$ cat src/rtl/life_pkg.sv
`default_nettype none
// ============================================================================
//  Module      : life_pkg
//  Description : Shared types, constants and index helpers for the Autolife
//                4x4 toroidal Game-of-Life cell array.
//  Contents    : CELL_IDX_W, GRID_W, CELL_LAST, cell_idx_t, op_e,
//                row_of(), col_of()
//  Revision    : 1.0 - initial release
// ============================================================================
package life_pkg;

    localparam int CELL_IDX_W = 4;
    localparam int GRID_W     = 16;

    typedef logic [CELL_IDX_W-1:0] cell_idx_t;

    localparam cell_idx_t CELL_LAST = cell_idx_t'(GRID_W - 1);

    // Decoded per-cycle operation after strobe prioritisation.
    typedef enum logic [2:0] {
        OP_IDLE    = 3'd0,
        OP_RESTART = 3'd1,
        OP_LOAD    = 3'd2,
        OP_READ    = 3'd3,
        OP_WRITE   = 3'd4
    } op_e;

    function automatic logic [1:0] row_of(input cell_idx_t idx);
        return idx[3:2];
    endfunction

    function automatic logic [1:0] col_of(input cell_idx_t idx);
        return idx[1:0];
    endfunction

endpackage
`default_nettype wire

$ cat src/rtl/life_neighbor_sum.sv
`default_nettype none
// ============================================================================
//  Module      : life_neighbor_sum
//  Description : Combinational count of live neighbours of one cell on the
//                4x4 torus. Row/column offsets use 2-bit wrap-around.
//  Ports       : i_grid [15:0] - cell array, bit i = row i[3:2], col i[1:0]
//                i_idx  [3:0]  - cell being evaluated
//                o_sum  [3:0]  - live neighbour count, 0..8
//  Revision    : 1.0 - initial release
// ============================================================================
module life_neighbor_sum
    import life_pkg::*;
(
    input  logic [GRID_W-1:0] i_grid,
    input  cell_idx_t         i_idx,
    output logic [3:0]        o_sum
);

    logic [1:0] w_r;
    logic [1:0] w_c;
    logic [1:0] w_rm;
    logic [1:0] w_rp;
    logic [1:0] w_cm;
    logic [1:0] w_cp;

    // One cell zero-extended so eight of them sum without overflow.
    function automatic logic [3:0] cell_at(input logic [GRID_W-1:0] g,
                                           input logic [1:0]        r,
                                           input logic [1:0]        c);
        return {3'b000, g[{r, c}]};
    endfunction

    assign w_r  = row_of(i_idx);
    assign w_c  = col_of(i_idx);
    // 2-bit arithmetic wraps naturally: row 0 - 1 -> row 3.
    assign w_rm = w_r - 2'd1;
    assign w_rp = w_r + 2'd1;
    assign w_cm = w_c - 2'd1;
    assign w_cp = w_c + 2'd1;

    assign o_sum = cell_at(i_grid, w_rm, w_cm) + cell_at(i_grid, w_rm, w_c)
                 + cell_at(i_grid, w_rm, w_cp) + cell_at(i_grid, w_r,  w_cm)
                 + cell_at(i_grid, w_r,  w_cp) + cell_at(i_grid, w_rp, w_cm)
                 + cell_at(i_grid, w_rp, w_c)  + cell_at(i_grid, w_rp, w_cp);

endmodule
`default_nettype wire

$ cat src/rtl/life_grid_engine.sv
`default_nettype none
// ============================================================================
//  Module      : life_grid_engine
//  Description : 4x4 toroidal Game-of-Life cell array. Serially loads a
//                pattern, scans one cell per cycle into a next-generation
//                buffer, and commits it on writeout. Reports extinction via
//                a sticky lose flag.
//  Ports       : clka       - system clock, rising edge
//                reset      - asynchronous, active-low
//                restart    - synchronous clear
//                loadData   - load one cell per cycle from load_bit
//                readData   - evaluate one cell per cycle
//                writeout   - commit next generation
//                load_bit   - serial cell value
//                grid       - current generation
//                loseSig    - sticky lose flag
//                gen_count  - committed generations, saturating
//                scan_done  - all 16 next-generation cells evaluated
//                commit_err - sticky: writeout seen before scan_done
//  Config      : LIFE_STAGNATION_LOSE_EN - still-life commits also set loseSig
//  Revision    : 1.0 - initial release
// ============================================================================
module life_grid_engine
    import life_pkg::*;
#(
    parameter int CELLS = 16,
    parameter int GEN_W = 8
) (
    input  logic             clka,
    input  logic             reset,
    input  logic             restart,
    input  logic             loadData,
    input  logic             readData,
    input  logic             writeout,
    input  logic             load_bit,
    output logic [CELLS-1:0] grid,
    output logic             loseSig,
    output logic [GEN_W-1:0] gen_count,
    output logic             scan_done,
    output logic             commit_err
);

    logic [GRID_W-1:0] cur_grid_q, cur_grid_d;
    logic [GRID_W-1:0] nxt_grid_q, nxt_grid_d;
    cell_idx_t         idx_q, idx_d;
    logic              scan_done_q, scan_done_d;
    logic [GEN_W-1:0]  gen_count_q, gen_count_d;
    logic              lose_q, lose_d;
    logic              commit_err_q, commit_err_d;

    op_e               w_op;
    logic [3:0]        w_sum;
    logic              w_next_cell;
    logic              w_lose_hit;

    life_neighbor_sum u_nsum (
        .i_grid (cur_grid_q),
        .i_idx  (idx_q),
        .o_sum  (w_sum)
    );

    assign w_next_cell = (w_sum == 4'd3) | (cur_grid_q[idx_q] & (w_sum == 4'd2));

`ifdef LIFE_STAGNATION_LOSE_EN
    assign w_lose_hit = (nxt_grid_q == '0) | (nxt_grid_q == cur_grid_q);
`else
    assign w_lose_hit = (nxt_grid_q == '0);
`endif

    // Strobe priority: restart > loadData > readData > writeout > idle.
    always_comb begin
        w_op = OP_IDLE;
        if (restart)       w_op = OP_RESTART;
        else if (loadData) w_op = OP_LOAD;
        else if (readData) w_op = OP_READ;
        else if (writeout) w_op = OP_WRITE;
    end

    always_comb begin
        cur_grid_d   = cur_grid_q;
        nxt_grid_d   = nxt_grid_q;
        idx_d        = idx_q;
        scan_done_d  = scan_done_q;
        gen_count_d  = gen_count_q;
        lose_d       = lose_q;
        commit_err_d = commit_err_q;

        case (w_op)
            OP_RESTART: begin
                cur_grid_d   = '0;
                nxt_grid_d   = '0;
                idx_d        = '0;
                scan_done_d  = 1'b0;
                gen_count_d  = '0;
                lose_d       = 1'b0;
                commit_err_d = 1'b0;
            end
            OP_LOAD: begin
                cur_grid_d[idx_q] = load_bit;
                idx_d             = idx_q + 4'd1;
                scan_done_d       = 1'b0;
            end
            OP_READ: begin
                nxt_grid_d[idx_q] = w_next_cell;
                idx_d             = idx_q + 4'd1;
                // A scan held past 16 cycles keeps scan_done set.
                if (idx_q == CELL_LAST) scan_done_d = 1'b1;
            end
            OP_WRITE: begin
                if (scan_done_q) begin
                    cur_grid_d  = nxt_grid_q;
                    scan_done_d = 1'b0;
                    if (gen_count_q != '1) gen_count_d = gen_count_q + GEN_W'(1);
                    if (w_lose_hit) lose_d = 1'b1;
                end else begin
                    commit_err_d = 1'b1;
                end
            end
            default: begin
                // Idle restarts any interrupted scan or load at cell 0.
                idx_d = '0;
            end
        endcase
    end

    always_ff @(posedge clka or negedge reset) begin
        if (!reset) begin
            cur_grid_q   <= '0;
            nxt_grid_q   <= '0;
            idx_q        <= '0;
            scan_done_q  <= 1'b0;
            gen_count_q  <= '0;
            lose_q       <= 1'b0;
            commit_err_q <= 1'b0;
        end else begin
            cur_grid_q   <= cur_grid_d;
            nxt_grid_q   <= nxt_grid_d;
            idx_q        <= idx_d;
            scan_done_q  <= scan_done_d;
            gen_count_q  <= gen_count_d;
            lose_q       <= lose_d;
            commit_err_q <= commit_err_d;
        end
    end

    assign grid       = cur_grid_q;
    assign loseSig    = lose_q;
    assign gen_count  = gen_count_q;
    assign scan_done  = scan_done_q;
    assign commit_err = commit_err_q;

endmodule
`default_nettype wire

$ cat config.mk
export PLATFORM = sky130hd
export DESIGN_NAME = life_grid_engine
export DESIGN_NICKNAME = d
export VERILOG_FILES = /design/src/rtl/life_pkg.sv /design/src/rtl/life_neighbor_sum.sv /design/src/rtl/life_grid_engine.sv
export SDC_FILE = /design/constraint.sdc
export NUM_CORES = 1
export LEC_CHECK = 0
export ABC_AREA = 1
export BUFFER_PORTS_ARGS = -buffer_cell sky130_fd_sc_hd__buf_2
export CAP_MARGIN = 20
export CORE_MARGIN = 10
export CORE_UTILIZATION = 61
export CTS_CLUSTER_DIAMETER = 150
export DETAILED_ROUTE_END_ITERATION = 12
export PLACE_DENSITY_LB_ADDON = 0.08
export SLEW_MARGIN = 20
export SYNTH_ARGS = -nofsm -noshare
export SYNTH_HDL_FRONTEND = slang
export SYNTH_HIERARCHICAL = 1
export SYNTH_SLANG_ARGS = --single-unit
export TNS_END_PERCENT = 10
$ cat constraint.sdc
create_clock -name clka -period 5.9 [get_ports clka]
set_input_delay 1.18 -clock clka [delete_from_list [all_inputs] [get_ports clka]]
set_output_delay 1.18 -clock clka [all_outputs]
set_load 0.02 [all_outputs]
# Word-level counts from Yosys, hierarchy flattened
# Index checks and enable logic that the tools add are counted.
# W data, S select, Z words.
[totals]
regBits = 47
latch_bits = 0
ram_bits = 0
mem_bits_ro = 0
out_inout_bits = 27
n_memories = 0
[classes]
n_addsub = 13
multipliers = 0
n_div = 0
n_lt_le_gt_ge = 10
n_eq_ne = 13
shift = 0
muxes = 40
n_bitwise = 2
reduce_logical = 13
[op_table]
columns = ["operator", "count"]
rows = [
  ["$pmux W16 S3", 1],
  ["$lt A4 B5 Y1 const B", 9],
  ["$bmux W1 S4", 9],
  ["$bwmux W16", 2],
  ["$pmux W16 S2", 1],
  ["$add A4 B1 Y4", 6],
  ["$logic_not A16 Y1", 1],
  ["$mux W16", 1],
  ["$mux W8", 2],
  ["$pmux W8 S2", 1],
  ["$mux W1", 14],
  ["$mux W3", 4],
  ["$ne A2 B2 Y1 const B", 5],
  ["$add A8 B1 Y8 const B", 1],
  ["$eq A4 B2 Y1 const B", 2],
  ["$ne A8 B8 Y1 const B", 1],
  ["$pmux W4 S2", 1],
  ["$eq A3 B2 Y1 const B", 2],
  ["$pmux W1 S2", 3],
  ["$reduce_and A2 Y1", 3],
  ["$reduce_and A3 Y1", 2],
  ["$reduce_bool A2 Y1", 3],
  ["$add A2 B1 Y2 const B", 2],
  ["$add A4 B1 Y4 const B", 1],
  ["13 further kinds", 14],
]

# Depth between registers and ports, before layout
[depth]
ltp_word = 15
mapped_depth = 24
ltp_nobuf = 21

# Hierarchy
# The synthesis kept the hierarchy.
[modules_own_cells]
columns = ["mod", "instances", "cells_each", "area_per_inst_um2", "seq_area_each_um2"]
rows = [
  ["life_grid_engine", 1, 401, 2947.8, 1176.1],
  ["life_neighbor_sum", 1, 193, 913.4, 0.0],
]

# Worst setup path after synthesis
# Ideal clock, no wire load.
[synth_path]
kind = "flip-flop to flip-flop"
startpoint = "register idx_q[0]"
endpoint = "register nxt_grid_q[5]"
setup_ps = 65
arrival_time_ps = 4250
required_ps = 5835
setup_slack_ps = 1585
stages_incl_launch_ff = 24
period_less_slack_ps = 4315
cell_sequence = "dfrtp_1 -> buf_6 -> inv_6 -> buf_6 -> nand2_1 -> nand2_1 -> nand2_1 -> nand3_1 -> nand3_1 -> nand2_1 -> fa_1 -> inv_1 -> fa_1 -> inv_1 -> fa_1 -> inv_1 -> ha_1 -> inv_1 -> fa_1 -> inv_1 -> nor3b_2 -> buf_6 -> nand3_1 -> nand2_1"
[synth_between]
elab_chain_len = 15
[synth_lines]
columns = ["element", "line_no", "source"]
rows = [
  ["from (decl)", "life_grid_engine.sv:45", "cell_idx_t idx_q, idx_d;"],
  ["from (signal assigned)", "life_grid_engine.sv:138", "idx_q <= idx_d;"],
  ["$sub A2 B1 Y2", "life_neighbor_sum.sv:38", "assign w_cm = w_c - 2'd1;"],
  ["$bmux W1 S4", "life_neighbor_sum.sv:30", "return {3'b000, g[{r, c}]};"],
  ["$mux W1 (implied by the code)", "life_neighbor_sum.sv:30", ""],
  ["$add A1 B1 Y2", "life_neighbor_sum.sv:41", "assign o_sum = cell_at(i_grid, w_rm, w_cm) + cell_at(i_grid, w_rm, w_c)"],
  ["$add A4 B1 Y4 (2 in a row)", "life_neighbor_sum.sv:42", "+ cell_at(i_grid, w_rm, w_cp) + cell_at(i_grid, w_r, w_cm)"],
  ["$add A4 B1 Y4 (2 in a row)", "life_neighbor_sum.sv:43", "+ cell_at(i_grid, w_r, w_cp) + cell_at(i_grid, w_rp, w_cm)"],
  ["$add A4 B1 Y4", "life_neighbor_sum.sv:44", "+ cell_at(i_grid, w_rp, w_c) + cell_at(i_grid, w_rp, w_cp);"],
  ["$add A4 B1 Y4 (*)", "life_neighbor_sum.sv:44", ""],
  ["named net w_sum[1]", "life_grid_engine.sv:52", "logic [3:0] w_sum;"],
  ["$eq A4 B2 Y1", "life_grid_engine.sv:62", "assign w_next_cell = (w_sum == 4'd3) | (cur_grid_q[idx_q] & (w_sum == 4'd2));"],
  ["$and A1 B1 Y1", "life_grid_engine.sv:62", ""],
  ["$or A1 B1 Y1 (*)", "life_grid_engine.sv:62", ""],
  ["$bwmux W16 (*)", "life_grid_engine.sv:104", "nxt_grid_d[idx_q] = w_next_cell;"],
  ["$pmux W16 S2 (*)", "life_grid_engine.sv:88", "case (w_op)"],
  ["to (signal assigned)", "life_grid_engine.sv:137", "nxt_grid_q <= nxt_grid_d;"],
  ["to (decl)", "life_grid_engine.sv:44", "logic [GRID_W-1:0] nxt_grid_q, nxt_grid_d;"],
]
# The timed path passes the listed nets; every way through them passes the cells marked *. The select of a mux whose other input is x is not followed.
# A chain may end at the register's enable or synchronous reset.

# Worst setup path in the final report
[layout_path]
startpoint = "register idx_q[0]"
endpoint = "register nxt_grid_q[11]"
# The elaborated chain is that of the path after synthesis.

==> reports/qor.csv <==
stage,metric,value,unit
floorplanning,dieArea,0.00991,mm^2
pwr,power_leakage,2.04,nW
floorplanning,pin_count,34,
clock_tree,clock_sinks,47,
yosys,avgSynthCellArea,6.50,um^2
pwr,p_int,0.000483,W
worst_setup_path,worstPathArrival,4950,ps
floorplanning,core,0.00603,mm^2
timing,drv_slew,0,
yosys,synthDistinctLibCells,40,
worst_setup_path,startpoint_type,flip-flop,
global_route,grt_usage,21.0,%
finish,area_delta_synth_final,4.76,%
floorplanning,die_w,99.6,um
pwr,swShare,38.2,%
worst_setup_path,cp-end-kind,flip-flop,
drt,drc,0,
yosys,async_reset_ff_share,100,%
worst_setup_path,reg2regPathDepth,20,
global_route,grt_overflow,0,
yosys,ys_seq_area_share,30.5,%
pwr,seqPwrFrac,43.1,%
clock_tree,clkTransAtPathRegs,100,ps
placement,gp_congestion,0.947,
yosys,netlist_instances,594,
finish,drive_above_1_share,12.2,%
yosys,yosysTopAreaCell,dfrtp_1,
pwr,switchingPower,0.000298,W
clock_tree,ctsHoldBuffers,0,
timing,hold_slack,506,ps
floorplanning,start_util,64.1,%
timing,rsz0062_at_grt,false,
pwr,clockPowerShare,27.8,%
worst_setup_path,crit_top_cell,inv_1,
drt,routed-via-count,3927,
global_route,grt_max_degree,48,
yosys,yosys_most_used_dff,dfrtp_1,
clock_tree,clockBufferDepth,2,
worst_setup_path,cp_cell_sequence,"buf_4, nand2_1, nand3_1, nand3_1, nand3_1, nand2_1, fa_1, inv_1, fa_1, inv_1, fa_1, inv_1, ha_1, inv_1, fa_1, inv_1, nor3b_2, buf_4, nand3_1, nand2_1",
timing,tightest_slew,619,ps
worst_setup_path,path_class,reg -> reg,
worst_setup_path,cp.depth,20,
timing,min_period,4690,ps
drt,drt_iter0_markers,367,
timing,finalSetupViolations,0,
pwr,ir_drop,0.152,mV
yosys,synth_nets,613,
yosys,synth.top_cells.by_area,"dfrtp_1 30%, nand2_1 22%, nand3_1 6.9%",
worst_setup_path,max_stage_delay,620,ps
clock_tree,cts-buffers-inserted,5,
worst_setup_path,crit_family,adder cells,
yosys,synth-warning-count,6,
worst_hold_path,hp-class,reg -> reg,
floorplanning,row_count,28,
pwr,power_frac_comb,29.1,%
yosys,synth_edf_count,0,
placement,port_buffers,33,
worst_setup_path,cp_slowest_cell,dfrtp_1,
drt,wire_per_inst,15.3,um
placement,hpwl,7740,um
floorplanning,die_h,99.6,um
drt,routed_wl,10600,um
yosys,synth_top_cell_area_share,30.5,%
clock_tree,cts_setup_buffers,0,
worst_setup_path,crit_buf_inv,7,
run_status,outcome,"finished, final reports clean",
timing,max_freq,213,MHz
yosys,ys_ff_latch,47,
timing,finalHoldViolations,0,
finish,fin_nets,634,
global_route,grt_pass1_wl,17600,um
finish,final_core_util,67.1,%
timing,max_slew_margin,58.7,%
timing,min_period_over_period,79.4,%
timing,fin_setup_tns,0,ps
global_route,first_global_vias,3681,
drt,post_drt_via_cell_ratio,5.68,
flow_run,maxCapViolations,0,
global_route,antenna_found_initial,0,
clock_tree,cts_htree_levels,2,
clock_tree,clock_latency,320,ps
finish,diodes,0,
timing,fin_skew,19.4,ps
worst_setup_path,cp_max_fo,32,
drt,firstDrtPassIters,5,
worst_setup_path,required,6160,ps
clock_tree,cts_tree,yes,
clock_tree,root_buffer,clkbuf_8,
worst_hold_path,whs_path_depth,2,
pwr,power_density,193,mW/mm^2
yosys,syn_area,0.00386,mm^2
drt,ant_nets,0,
clock_tree,post_cts_resized,0,
-- routing by layer --
metal  track usage, %  up-vias  share of wire [%]
li1                 -     1924                  -
met1             27.5     1802                 44
met2             33.7      173                 46
met3             4.50       28                8.0
met4             6.62        0                2.1
met5                0        -                  0
-- state kept, by name, summed over array words and instances (netlist names) --
register,cells
grid,16
nxt_grid_q,16
gen_count,8
idx_q,4
commit_err,1
loseSig,1
scan_done,1
-- area by class of cell --
| class | instances | area [um^2] |
|---|---|---|
| multi-input combinational | 466 | 2270 |
| fill | 600 | 1980 |
| inverter | 60 | 230 |
| tap | 75 | 93.8 |
| clock inverter | 2 | 13.8 |
| clock buffer | 6 | 82.6 |
| timing repair buffer | 35 | 183 |
| sequential | 47 | 1180 |
-- worst register-to-register path, stage by stage, from the launching register on --
cell and delay (ps):
dfrtp_1 620, buf_4 400, nand2_1 130, nand3_1 130, nand3_1 100, nand3_1 110, nand2_1 70, fa_1 530
inv_1 50, fa_1 520, inv_1 50, fa_1 530, inv_1 40, ha_1 200, inv_1 80, fa_1 420
inv_1 60, nor3b_2 140, buf_4 250, nand3_1 110, nand2_1 90
-- cells in the final DEF (no fill, tap or decap), drive strengths merged --
cell	instances
a21oi	19
nand3	58
nand2	236
o22ai	1
inv	59
nand3b	1
o32ai	1
a22oi	3
a21boi	4
nor2	62
o21ai	47
o211ai	1
dfrtp	47
xnor2	1
clkbuf	6
buf	35
nor3	11
nor3b	1
xor2	3
clkinv	3
nor4	2
nand4	2
ha	8
fa	4
or2	1
-- logic make-up after synthesis --
group / synth area share (%)
buf+inv: 10.9
fa+ha+maj: 4.67
flops: 30.5
compound gates: 11.0
simple gates: 42.1
xor+xnor: 0.907
-- cell usage after synthesis (2+ instances only) --
master / n
nand4_1: 2
a21boi_0: 3
buf_6: 13
inv_2: 6
xor2_1: 3
nand2_2: 6
buf_2: 4
dfrtp_1: 47
nor3_1: 11
inv_1: 51
a21oi_1: 19
nor4_1: 2
ha_1: 8
a22oi_1: 3
clkinv_1: 2
o21ai_1: 14
nand2_4: 3
nand2_1: 227
nor2_2: 3
nor2_4: 2
buf_4: 2
nand3_1: 53
fa_1: 4
nor2_1: 56
o21ai_0: 32
nand3_2: 4
-- final timing paths --
kind / from / end / slack, ps
setup / recovery: idx_q[0] / nxt_grid_q[11] / 1210
hold / removal: commit_err / commit_err / 510
setup reg to reg: idx_q[0] / nxt_grid_q[11] / 1210
hold reg to reg: commit_err / commit_err / 510
max in group asynchronous: reset / grid[5] / 4600
min in group asynchronous: reset / gen_count[0] / 860
-- per-stage QoR --
step | area, um^2 | setup slack (ps) | std cells | power, W
floorplan | 3860 | 1590 | 594 | 0.000528
global placement | 3950 | 1330 | 683 | 0.000564
detailed placement | 3950 | 1240 | 683 | 0.000567
CTS | 4040 | 1210 | 691 | 0.000776
global route | 4050 | 866 | 691 | 0.000821
finish | 4050 | 1210 | 691 | 0.000782
-- power groups by stage --
stage	sequential (W)	combinational, W	clock, W
floorplan	0.000341	0.000187	0
global placement	0.000343	0.000221	0
detailed placement	0.000343	0.000224	0
CTS	0.000336	0.000224	0.000215
global route	0.000338	0.000256	0.000227
finish	0.000337	0.000228	0.000217
Note: power is estimated with default switching activity, not from simulation.
